<file path="config.mk">
export PLATFORM = sky130hd
export DESIGN_NAME = stack_sequencer
export DESIGN_NICKNAME = d
export VERILOG_FILES = /design/src/rtl/stack_sequencer.sv
export SDC_FILE = /design/constraint.sdc
export NUM_CORES = 1
export LEC_CHECK = 0
export ABC_AREA = 1
export BUFFER_PORTS_ARGS = -buffer_cell sky130_fd_sc_hd__buf_2
export CAP_MARGIN = 0
export CORE_ASPECT_RATIO = 1.75
export CORE_MARGIN = 1
export CORE_UTILIZATION = 54
export CTS_CLUSTER_SIZE = 25
export DETAILED_ROUTE_END_ITERATION = 8
export PLACE_DENSITY = 0.82
export SKIP_CTS_REPAIR_TIMING = 1
export SLEW_MARGIN = 20
export SYNTH_ARGS = -nofsm -noshare
export SYNTH_HDL_FRONTEND = slang
export SYNTH_SLANG_ARGS = --single-unit
</file>
<file path="constraint.sdc">
create_clock -name clk -period 1.9 [get_ports clk]
set_input_delay 0.095 -clock clk [delete_from_list [all_inputs] [get_ports clk]]
set_output_delay 0.095 -clock clk [all_outputs]
set_load 0.01 [all_outputs]
</file>
<file path="src/rtl/stack_sequencer.sv">
// Hardware stack sequencer: pushes return PC (and flags) on CALL/interrupt,
// pops them back on RET/RTI, stalling the pipeline while the stack is busy.
module stack_sequencer #(
  parameter logic [31:0] SP_RESET   = 32'd4095,
  parameter logic [31:0] INT_VECTOR = 32'd0
) (
  input  logic        clk,
  input  logic        reset,
  input  logic        INT,
  input  logic        CALL,
  input  logic        RET,
  input  logic        RTI,
  input  logic [31:0] Target,
  input  logic [31:0] Return_PC,
  input  logic [2:0]  Flags,
  input  logic [15:0] Mem_Data_In,
  output logic [31:0] Mem_Address,
  output logic [15:0] Mem_Data_Out,
  output logic        Mem_Read,
  output logic        Mem_Write,
  output logic        Stall,
  output logic        PC_Load,
  output logic [31:0] PC_Out,
  output logic        Flags_Load,
  output logic [2:0]  Flags_Out,
  output logic [31:0] Stack_Pointer_Out
);

  typedef enum logic [2:0] {
    IDLE, PUSH_HI, PUSH_LO, PUSH_F, POP_F, POP_LO, POP_HI, FINISH
  } state_t;

  state_t      state_q, state_d;
  logic [31:0] sp_q, sp_d;
  logic        int_prev_q, int_prev_d;
  logic        int_pend_q, int_pend_d;
  logic [31:0] ret_pc_q, ret_pc_d;
  logic [31:0] target_q, target_d;
  logic [2:0]  flags_q, flags_d;
  logic        is_int_q, is_int_d;
  logic        is_rti_q, is_rti_d;
  logic [15:0] lo_q, lo_d;
  logic [2:0]  pflags_q, pflags_d;

  logic idle, acc_call, acc_ret, acc_rti, acc_int, accept;

  always_comb begin
    idle     = (state_q == IDLE);
    acc_call = idle & CALL;
    acc_ret  = idle & ~CALL & RET;
    acc_rti  = idle & ~CALL & ~RET & RTI;
    acc_int  = idle & ~CALL & ~RET & ~RTI & int_pend_q;
    accept   = acc_call | acc_ret | acc_rti | acc_int;
  end

  always_comb begin
    state_d    = state_q;
    sp_d       = sp_q;
    ret_pc_d   = ret_pc_q;
    target_d   = target_q;
    flags_d    = flags_q;
    is_int_d   = is_int_q;
    is_rti_d   = is_rti_q;
    lo_d       = lo_q;
    pflags_d   = pflags_q;
    int_prev_d = INT;
    // an edge arriving on the accept cycle is a new request, so it wins over the clear
    int_pend_d = (int_pend_q & ~acc_int) | (INT & ~int_prev_q);
    case (state_q)
      IDLE: begin
        if (acc_call) begin
          ret_pc_d = Return_PC;
          target_d = Target;
          is_int_d = 1'b0;
          state_d  = PUSH_HI;
        end else if (acc_ret) begin
          is_rti_d = 1'b0;
          state_d  = POP_LO;
        end else if (acc_rti) begin
          is_rti_d = 1'b1;
          state_d  = POP_F;
        end else if (acc_int) begin
          ret_pc_d = Return_PC;
          flags_d  = Flags;
          is_int_d = 1'b1;
          state_d  = PUSH_HI;
        end
      end
      PUSH_HI: begin
        sp_d    = sp_q - 32'd1;
        state_d = PUSH_LO;
      end
      PUSH_LO: begin
        sp_d    = sp_q - 32'd1;
        state_d = is_int_q ? PUSH_F : IDLE;
      end
      PUSH_F: begin
        sp_d    = sp_q - 32'd1;
        state_d = IDLE;
      end
      POP_F: begin
        sp_d    = sp_q + 32'd1;
        state_d = POP_LO;
      end
      POP_LO: begin
        sp_d = sp_q + 32'd1;
        if (is_rti_q) pflags_d = Mem_Data_In[2:0];
        state_d = POP_HI;
      end
      POP_HI: begin
        sp_d    = sp_q + 32'd1;
        lo_d    = Mem_Data_In;
        state_d = FINISH;
      end
      FINISH:  state_d = IDLE;
      default: state_d = IDLE;
    endcase
  end

  always_ff @(posedge clk) begin
    if (reset) begin
      state_q    <= IDLE;
      sp_q       <= SP_RESET;
      int_prev_q <= 1'b0;
      int_pend_q <= 1'b0;
      ret_pc_q   <= '0;
      target_q   <= '0;
      flags_q    <= '0;
      is_int_q   <= 1'b0;
      is_rti_q   <= 1'b0;
      lo_q       <= '0;
      pflags_q   <= '0;
    end else begin
      state_q    <= state_d;
      sp_q       <= sp_d;
      int_prev_q <= int_prev_d;
      int_pend_q <= int_pend_d;
      ret_pc_q   <= ret_pc_d;
      target_q   <= target_d;
      flags_q    <= flags_d;
      is_int_q   <= is_int_d;
      is_rti_q   <= is_rti_d;
      lo_q       <= lo_d;
      pflags_q   <= pflags_d;
    end
  end

  // Outputs decode the current state; reset gates them so an aborted
  // sequence issues no further memory access or PC update.
  always_comb begin
    Mem_Address  = '0;
    Mem_Data_Out = '0;
    Mem_Read     = 1'b0;
    Mem_Write    = 1'b0;
    PC_Load      = 1'b0;
    PC_Out       = '0;
    Flags_Load   = 1'b0;
    Flags_Out    = '0;
    Stall        = 1'b0;
    if (!reset) begin
      Stall = ~idle | accept;
      case (state_q)
        PUSH_HI: begin
          Mem_Write    = 1'b1;
          Mem_Address  = sp_q;
          Mem_Data_Out = ret_pc_q[31:16];
        end
        PUSH_LO: begin
          Mem_Write    = 1'b1;
          Mem_Address  = sp_q;
          Mem_Data_Out = ret_pc_q[15:0];
          if (!is_int_q) begin
            PC_Load = 1'b1;
            PC_Out  = target_q;
          end
        end
        PUSH_F: begin
          Mem_Write    = 1'b1;
          Mem_Address  = sp_q;
          Mem_Data_Out = {13'b0, flags_q};
          PC_Load      = 1'b1;
          PC_Out       = INT_VECTOR;
        end
        POP_F, POP_LO, POP_HI: begin
          Mem_Read    = 1'b1;
          Mem_Address = sp_q + 32'd1;
        end
        FINISH: begin
          // hi word arrives this cycle straight from memory
          PC_Load = 1'b1;
          PC_Out  = {Mem_Data_In, lo_q};
          if (is_rti_q) begin
            Flags_Load = 1'b1;
            Flags_Out  = pflags_q;
          end
        end
        default: ;
      endcase
    end
  end

  assign Stack_Pointer_Out = sp_q;

endmodule

</file>
==> impl_metrics.csv, run 1 <==
group,metric,value,unit
outcome,status,"finished, violations left",
outcome,violations,"DRC, hold timing, setup timing",
detailed_routing,drt-wirelength-per-cell,22.47,um
clock_network,cts_tree,"built",
sta,setup_violations,70,
yosys,ys_ff_latch,125,
yosys,syn-instance-count,1249,
cells_and_area,fin_nets,1687,
yosys,synth_area,7734,um^2
cells_and_area,drive_gt1_share,34.58,%
yosys,ys_async_sr_fraction,0,%
yosys,ys_seq_area_share,32.36,%
min_path,worstHoldEndpoint,"ret_pc_q[27]",
detailed_routing,drt_iter0_markers,1743,
cells_and_area,fin_util,84.85,%
floorplanning,chipWidth,92.47,um
setup_path,worstPathCellList,"inv_4 > nand2_4 > nor3_4 > buf_12 > buf_12 > a22oi_2 > nor2_1 > buf_2",
sta,slew_viol_final,0,
sta,hold_ws,-0.03490,ns
detailed_routing,vias,11450,
cells_and_area,area_growth,52.58,%
placement,dp_hpwl,21.07,mm
sta,tightest_slew,0.6258,ns
placement,place_area,9273,um^2
setup_path,cp.required,1.80,ns
grt,antenna_found_initial,2,
setup_path,critPathBufInv,4,
cells_and_area,final_area,11800,um^2
setup_path,crit_arrival,2.10,ns
sta,fmax,0.4561,GHz
pwr,p_per_area,1112,nW/um^2
sta,finalHoldViolCount,3,
detailed_routing,first_pass_iters,9,
sta,fin_skew,0.01071,ns
clock_network,numCtsBuffers,17,
detailed_routing,drc,8,
clock_network,cts.root.buffer_cell,"clkbuf_16",
floorplanning,rows,57,
clock_network,insertion_delay,0.43,ns
yosys,syn-num-nets,1340,
placement,io_buffers,208,
sta,post-route-period-util,115.4,%
yosys,syn_area_per_cell,6.192,um^2
setup_path,crit_fanout,5,
sta,slew_headroom,58.18,%
floorplanning,dieArea,14820,um^2
setup_path,crit_top_cell,"buf_12",
setup_path,max_stage_delay,0.38,ns
floorplanning,io_pins,209,
floorplanning,core_area,13910,um^2
pwr,p_leak,5.410,nW
setup_path,r2r_end,"Stack_Pointer_Out[15]",
grt,grt_max_degree,71,
job,maxCapViolations,0,
yosys,synth_cell_types,41,
detailed_routing,vias_per_cell,6.412,
placement,gp_congestion,1.017,
clock_network,htree_levels,4,
detailed_routing,wl,40.13,mm
sta,rsz0062_at_grt,"true",
yosys,synth_edf_count,0,
setup_path,ff2ff_path_depth,10,
detailed_routing,antenna_left,0,
min_path,worstHoldStart,"Return_PC[27]",
sta,worst_slack,-0.2923,ns
min_path,worstHoldPathCells,3,
setup_path,path_delay_family,"simple AND/OR/NAND/NOR gates",
clock_network,clkSinkCount,125,
cells_and_area,register_area,2585,um^2
grt,grt_pass1_wl,46.33,mm
placement,numPlacedInstances,1642,
setup_path,cp-start-kind,"flop",
cells_and_area,layout_common_cells,"255 x nor2_1, 231 x nand2_1, 208 x buf_2, 115 x o21ai_0, 101 x buf_4",
min_path,hold_path_class,"in2reg",
cells_and_area,layout_commonest_cell,"nor2_1",
setup_path,crit_slowest_cell,"dfxtp_4",
clock_network,cts_buffer_depth,2,
grt,grt_pass1_vias,9376,
setup_path,critPathKind,"reg2out",
yosys,yosys_warnings,0,
clock_network,clk_pin_slew,0.06,ns
placement,dp_slack,-0.02025,ns
setup_path,r2r_slack,-0.15,ns
pwr,irDropWorstVdd,811.8,uV
floorplanning,die_y,160.3,um
pwr,fin_total_pwr,13.12,mW
grt,overflow,0,
cells_and_area,n_fill_cell,770,
setup_path,worst_r2r_startpoint,"Stack_Pointer_Out[2]",
yosys,ys.flop_type,"dfxtp_1",
cells_and_area,fin_cells,1786,
cells_and_area,multi_input_area,5051,um^2
floorplanning,start_util,55.61,%
setup_path,critPathCaptureType,"primary output",
grt,grt_use_total,40.01,%
sta,period_needed,2.192,ns
[registers in the layout, summed over array words and instances, names as in the netlist]
register and flops:
int_prev_q 1, is_rti_q 1, pflags_q 3, target_q 32
is_int_q 1, ret_pc_q 32, flags_q 3, state_q 3
int_pend_q 1, Stack_Pointer_Out 32, lo_q 16
[cells by family after synthesis]
kind of cell	count (synthesis)	share of synthesized area (%)
fa+ha+maj	2	0.3235
simple gates	686	37.83
flops	125	32.36
buf+inv	168	10.32
xor+xnor	2	0.2265
compound gates	266	18.95
[worst max path at each step]
stage / start / endpoint / slack, ns / cells past startpoint
6_report: state_q[0] / PC_Out[12] / -0.29 / 8
5_1_grt: state_q[0] / PC_Out[12] / -0.32 / 8
4_1_cts: Stack_Pointer_Out[0] / Mem_Address[22] / -0.48 / 10
3_5_place_dp: Stack_Pointer_Out[0] / Mem_Address[22] / -0.02 / 10
3_3_place_gp: Stack_Pointer_Out[0] / Mem_Address[22] / 0.04 / 10
2_1_floorplan: Stack_Pointer_Out[0] / Mem_Address[18] / 0.25 / 9
[per-layer routing]
| metal | up-vias | track usage (%) | part of all wire, % |
|---|---|---|---|
| met3 | 473 | 7.670 | 12 |
| met1 | 5049 | 40.43 | 30 |
| li1 | 4777 | - | - |
| met2 | 1151 | 72.59 | 46 |
| met4 | 2 | 26.99 | 12 |
| met5 | - | 0 | 0.032 |
[where the power goes]
group          leakage, nW  switching [mW]  total [mW]  internal [mW]
logic                 4.06            3.59        5.70           2.12
clock network        0.318            1.45        3.81           2.36
registers             1.04           0.517        3.60           3.08
[stage by stage]
step,setup TNS [ns],hold slack (ns)
after floorplan,0,0.2199
after global placement,0,0.3150
after detailed placement,-0.02743,0.3205
after CTS,-10.90,-0.1092
after global routing,-9.510,0.01305
final,-5.872,-0.03490
[layout make-up]
type                            count  share of cell area, %
Multi-Input combinational cell    956                  42.81
Timing Repair Buffer              404                  24.55
Sequential cell                   125                  21.91
Clock buffer                       17                  3.605
Inverter                           92                  3.266
Clock inverter                     14                  1.972
Tap cell                          177                  1.877
Antenna cell                        1                0.02121
[synth_stat cells (all sizes together), types with 7 or more instances]
master,instances,area (um^2)
a21oi,69,349.1
a22oi,32,240.2
buf,48,330.3
clkbuf,28,110.1
dfxtp,125,2502
inv,91,354.1
nand2,267,1037
nand3,92,475.5
nand4,9,56.30
nor2,306,1269
nor3,7,55.05
o21ai,133,665.6
o22ai,20,125.1
[worst min-delay path, cell delays in order]
cell and delay (ns):
buf_2 0.07, o21ai_0 0.09, nor2_1 0.09
Power figures use the tool's default switching activity.
==> inputs of run 2 (changes only) <==
--- a/config.mk
+++ b/config.mk
@@ -5,12 +5,12 @@
 export SDC_FILE = /design/constraint.sdc
 export NUM_CORES = 1
 export LEC_CHECK = 0
-export ABC_AREA = 1
+export ABC_AREA = 0
 export BUFFER_PORTS_ARGS = -buffer_cell sky130_fd_sc_hd__buf_2
 export CAP_MARGIN = 0
 export CORE_ASPECT_RATIO = 1.75
 export CORE_MARGIN = 1
-export CORE_UTILIZATION = 54
+export CORE_UTILIZATION = 53
 export CTS_CLUSTER_SIZE = 25
 export DETAILED_ROUTE_END_ITERATION = 8
 export PLACE_DENSITY = 0.82
==> run 2 against run 1 <==
Effect of this change: the flow finishes with violations (setup timing); clock power is 12% lower; clock skew grew 0.0016 ns; core utilization rose by 7.0 points; largest power group unchanged.
==> impl_metrics.csv, run 2 <==
group,metric,value,unit
min_path,hold_path_class,"in2reg",
yosys,synth_cell_types,73,
clock_network,clk_pin_slew,0.06,ns
cells_and_area,layout_common_cells,"206 x buf_2, 187 x nand2_1, 152 x buf_4, 102 x dfxtp_1",
floorplanning,chipWidth,89.58,um
placement,dp_hpwl,17.82,mm
cells_and_area,fin_cells,1573,
detailed_routing,wl,38.61,mm
yosys,syn-num-nets,1071,
sta,rsz0062_at_grt,"true",
detailed_routing,antenna_left,0,
yosys,synth_xor_area_share,2.093,%
cells_and_area,layout_commonest_cell,"buf_2",
cells_and_area,drive_gt1_share,43.71,%
grt,grt_pass1_wl,38.39,mm
pwr,p_leak,5.020,nW
clock_network,cts_tree,"built",
cells_and_area,fin_nets,1478,
yosys,syn_area_per_cell,7.258,um^2
setup_path,crit_arrival,2.64,ns
job,maxCapViolations,0,
clock_network,numCtsBuffers,17,
yosys,synthAdderAreaFrac,0.3518,%
setup_path,cp.required,1.80,ns
yosys,ys_ff_latch,125,
clock_network,insertion_delay,0.43,ns
detailed_routing,drt-wirelength-per-cell,24.55,um
detailed_routing,vias,10790,
floorplanning,io_pins,209,
grt,grt_use_total,36.01,%
yosys,synth_most_common_cell,"nand2_1",
cells_and_area,fin_util,91.81,%
yosys,ys_async_sr_fraction,0,%
grt,grt_max_degree,57,
grt,grt_pass1_vias,8120,
placement,gp_congestion,1.012,
detailed_routing,drt_iter0_markers,1418,
sta,slew_viol_final,0,
setup_path,cp-start-kind,"flop",
floorplanning,rows,55,
pwr,p_per_area,875.6,nW/um^2
setup_path,critPathCaptureType,"primary output",
sta,fin_skew,0.01230,ns
sta,finalHoldViolCount,0,
clock_network,clkSinkCount,125,
yosys,syn-instance-count,980,
yosys,synth_compound_area_share,21.93,%
cells_and_area,area_growth,67.88,%
grt,overflow,0,
pwr,irDropWorstVdd,791.0,uV
yosys,yosys.area_share.simple,31.40,%
floorplanning,core_area,13010,um^2
outcome,violations,"setup timing",
yosys,yosys.area.top_type,"dfxtp_1",
yosys,synth_top_family_by_area,"simple AND/OR/NAND/NOR gates",
yosys,synth_edf_count,0,
yosys,yosys_warnings,0,
floorplanning,die_y,155.3,um
clock_network,htree_levels,4,
floorplanning,start_util,54.69,%
yosys,synth_area,7113,um^2
clock_network,cts_buffer_depth,2,
grt,antenna_found_initial,4,
outcome,status,"finished, violations left",
yosys,muxShareOfSynthArea,2.902,%
detailed_routing,vias_per_cell,6.858,
sta,setup_violations,99,
setup_path,critPathKind,"reg2out",
floorplanning,dieArea,13910,um^2
placement,io_buffers,208,
sta,slew_headroom,56.66,%
setup_path,crit_fanout,7,
sta,fmax,0.3650,GHz
sta,tightest_slew,0.6502,ns
yosys,synth_top_area_share,35.18,%
yosys,yosys-top-cells-count,"190 x nand2_1, 125 x dfxtp_1, 113 x nor2_1, 108 x a21oi_1, 78 x clkbuf_1",
detailed_routing,drc,0,
sta,worst_slack,-0.8395,ns
yosys,ys.flop_type,"dfxtp_1",
sta,period_needed,2.739,ns
yosys,synth_area_leaders,"dfxtp_1 35%, nand2_1 10%, a21oi_1 7.6%, nor2_1 6.0%, a22oi_1 5.2%",
clock_network,cts.root.buffer_cell,"clkbuf_16",
yosys,ys_seq_area_share,35.18,%
sta,post-route-period-util,144.2,%
detailed_routing,first_pass_iters,7,
placement,numPlacedInstances,1408,
-- run 2: changes by cell type after synthesis, sizes merged, moves of 50 or more --
cell | previous run | this run
nor2 | 306 | 113
o21ai | 133 | 26
clkbuf | 28 | 78
nand3 | 92 | 21
nand2 | 267 | 190
inv | 91 | 11
-- run 2: kinds of logic after synthesis --
kind of cell / after synthesis
muxes: 18
xor gates and xnor gates: 17
and+or+nand+nor: 466
buffers and inverters: 106
AOI/OAI and AO/OA: 246
adders and majority gates: 2
DFF: 125
-- run 2: worst paths after layout --
kind                           end  depth (start not counted)  slack, ns            startpoint
max reg2reg  Stack_Pointer_Out[19]                          7      -0.47  Stack_Pointer_Out[0]
min reg2reg            ret_pc_q[1]                          2       0.48           ret_pc_q[1]
min                    target_q[3]                          2       0.04                 reset
max                Mem_Address[17]                          7      -0.84  Stack_Pointer_Out[0]
-- run 2: area by class of cell --
| cell class | instances | area [um^2] |
|---|---|---|
| diodes | 2 | 5.005 |
| clock buffers | 18 | 439.2 |
| clock inverters | 14 | 147.6 |
| fillers | 493 | 1065 |
| inverters | 11 | 43.79 |
| multi-input cells | 749 | 4908 |
| flip-flops and latches | 125 | 2559 |
| well taps | 171 | 214.0 |
| repair buffers | 483 | 3625 |
-- run 2: per-layer routing --
metal,track usage [%],share of wire (%),vias to the layer above
met5,0,0.067,-
met2,62.99,46,1185
met1,36.28,30,4830
li1,-,-,4257
met4,25.17,12,4
met3,8.329,12,512
-- run 2: per-stage QoR --
step,setup WS [ns],power (mW),TNS (ns),hold slack [ns],area [um^2]
floorplan,-0.1700,4.633,-1.316,0.1916,7305
global placement,-0.2303,5.745,-2.847,0.3222,9275
detailed placement,-0.2387,5.804,-3.595,0.3280,9275
CTS,-0.7033,9.048,-25.96,-0.1131,9862
global route,-0.9138,10.78,-30.59,0.01869,11940
finish,-0.8395,10.46,-23.41,0.04042,11940
-- run 2: worst max-delay path: stages, from the launching register on --
cell,delay (ns)
dfxtp_4,0.36
nand4_1,0.21
or4_4,0.68
buf_4,0.19
nor4_4,0.19
nor2_1,0.10
a311oi_2,0.27
buf_2,0.22
-- run 2: power by group --
part,switching (mW),internal [mW],leakage [nW]
Combinational,2.20,1.84,3.72
Sequential,0.224,2.85,1.02
Clock,1.45,1.89,0.281
==> inputs of run 3 (changes only) <==
--- a/config.mk
+++ b/config.mk
@@ -8,12 +8,13 @@
 export ABC_AREA = 0
 export BUFFER_PORTS_ARGS = -buffer_cell sky130_fd_sc_hd__buf_2
 export CAP_MARGIN = 0
-export CORE_ASPECT_RATIO = 1.75
+export CORE_ASPECT_RATIO = 0.9
 export CORE_MARGIN = 1
-export CORE_UTILIZATION = 53
+export CORE_UTILIZATION = 45
 export CTS_CLUSTER_SIZE = 25
 export DETAILED_ROUTE_END_ITERATION = 8
-export PLACE_DENSITY = 0.82
+export PLACE_DENSITY = 0.71
+export RECOVER_POWER = 25
 export SKIP_CTS_REPAIR_TIMING = 1
 export SLEW_MARGIN = 20
 export SYNTH_ARGS = -nofsm -noshare
==> run 3 against run 2 <==
Effect of this change: the flow still finishes with violations (setup timing); final cell count grew 0.83%; total power grew 1.4%; worst hold slack worse by 0.016 ns; clock skew shrank 0.0023 ns; via count down 15%; maximum frequency increased by 11%; die area increased by 17%; largest cell class unchanged.
==> impl_metrics.csv, run 3 (synthesis results as in run 2) <==
group,metric,value,unit
outcome,status,"finished, violations left",
outcome,violations,"setup timing",
setup_path,cp-start-kind,"flop",
placement,place_area,9254,um^2
floorplanning,io_pins,209,
sta,slew_viol_final,0,
sta,worst_slack,-0.5689,ns
setup_path,max_stage_delay,0.61,ns
sta,finalHoldViolCount,0,
detailed_routing,vias,9201,
detailed_routing,wl,28.96,mm
grt,grt_util_met2,42.49,%
sta,period_needed,2.469,ns
setup_path,critPathBufInv,1,
min_path,hold_path_class,"in2reg",
sta,setup_violations,77,
clock_network,numCtsBuffers,17,
clock_network,insertion_delay,0.42,ns
cells_and_area,drive_gt1_share,41.26,%
detailed_routing,vias_per_cell,5.801,
setup_path,crit_fanout,6,
pwr,irDropWorstVdd,896.9,uV
floorplanning,rows,43,
detailed_routing,antenna_left,0,
cells_and_area,n_fill_cell,1017,
placement,gp_congestion,0.9263,
grt,grt_use_met1,39.11,%
sta,post-route-period-util,129.9,%
grt,grt-busiest-layer,"met2",
setup_path,cp.required,1.80,ns
setup_path,crit_arrival,2.37,ns
setup_path,worstPathCellList,"nand4_4 > or4_4 > or3_4 > or2_0 > a21oi_2 > buf_2",
cells_and_area,final_area,11940,um^2
setup_path,r2r_slack,-0.31,ns
cells_and_area,antennaDiodeCount,0,
grt,grtUsageMet3,6.391,%
clock_network,cts.root.buffer_cell,"clkbuf_16",
grt,grt_pass1_wl,36.44,mm
sta,hold_ws,0.02463,ns
sta,setup_tns,-14.93,ns
cells_and_area,layout_commonest_cell,"buf_2",
clock_network,cts_tree,"built",
grt,overflow,0,
placement,numPlacedInstances,1426,
sta,fin_skew,0.01000,ns
cells_and_area,area_growth,67.79,%
placement,dp_hpwl,16.52,mm
floorplanning,dieArea,16310,um^2
clock_network,clk_pin_slew,0.06,ns
floorplanning,start_util,46.07,%
job,maxCapViolations,0,
setup_path,critPathKind,"reg2out",
sta,fmax,0.4050,GHz
floorplanning,die_y,121.3,um
clock_network,cts_buffer_depth,2,
pwr,p_per_area,887.9,nW/um^2
grt,grt_use_total,28.18,%
sta,tightest_slew,0.4247,ns
floorplanning,chipWidth,134.5,um
detailed_routing,drc,0,
cells_and_area,layout_common_cells,"205 x buf_2, 185 x nand2_1, 123 x buf_4, 106 x dfxtp_1, 104 x nor2_1",
setup_path,crit_slowest_cell,"or4_4",
grt,grt_pass1_vias,7195,
grt,antenna_found_initial,0,
cells_and_area,fin_nets,1463,
sta,slew_headroom,71.68,%
detailed_routing,drt_iter0_markers,742,
setup_path,critPathCaptureType,"primary output",
clock_network,htree_levels,4,
detailed_routing,drt-wirelength-per-cell,18.26,um
floorplanning,core_area,15440,um^2
detailed_routing,first_pass_iters,5,
clock_network,clkSinkCount,125,
sta,rsz0062_at_grt,"true",
grt,grt_max_degree,41,
setup_path,path_delay_family,"simple AND/OR/NAND/NOR gates",
placement,io_buffers,208,
pwr,p_leak,4.988,nW
cells_and_area,fin_cells,1586,
[run 3: cell count changes in the layout (fill, tap and decap cells not counted), sizes merged, moves of 2 or more]
cell / previous run / this run
clkinvlp: 3 / 1
buf: 394 / 375
bufinv: 1 / 4
diode: 2 / 0
dlygate4sd3: 84 / 86
[run 3: power breakdown]
part / switching [mW] / internal, mW
registers: 0.219 / 2.86
clock network: 1.35 / 2.23
logic: 2.09 / 1.86
total: 3.66 / 6.94
[run 3: metal layers]
layer  vias to the layer above  part of all wire (%)
met5                         -                     0
met4                         0                   3.8
met3                       101                   8.4
met2                       517                    48
met1                      4360                    40
li1                       4223                     -
[run 3: final cells by class]
type	instances	area [um^2]	area share [%]
multi-input cells	750	4908	41.13
clock inverters	14	205.2	1.719
clock buffers	17	425.4	3.564
flip-flops and latches	125	2551	21.38
repair buffers	467	3548	29.73
well taps	202	252.7	2.118
inverters	11	43.79	0.3669
[run 3: final timing paths]
path                                end             startpoint  cells past startpoint
setup / recovery        Mem_Address[15]  Stack_Pointer_Out[10]                      6
setup reg to reg  Stack_Pointer_Out[20]   Stack_Pointer_Out[0]                      8
hold / removal                 is_rti_q                    RTI                      3
hold reg to reg            ret_pc_q[19]           ret_pc_q[19]                      2
[run 3: worst register-to-register path, cell delays in order (launching register included)]
cell	delay, ns
dfxtp_4	0.36
buf_6	0.12
inv_4	0.05
ha_4	0.12
or4b_4	0.51
or4_4	0.49
o32ai_2	0.24
xnor2_1	0.15
nor2_1	0.05
[run 3: per-stage QoR]
step	setup slack (ns)	utilization (%)	power, mW
after floorplan	-0.1700	-	4.633
after global placement	-0.1447	59.93	5.693
after detailed placement	-0.1762	59.93	5.730
after CTS	-0.6507	64.01	9.267
after global routing	-0.6385	77.30	10.96
final	-0.5689	77.30	10.60
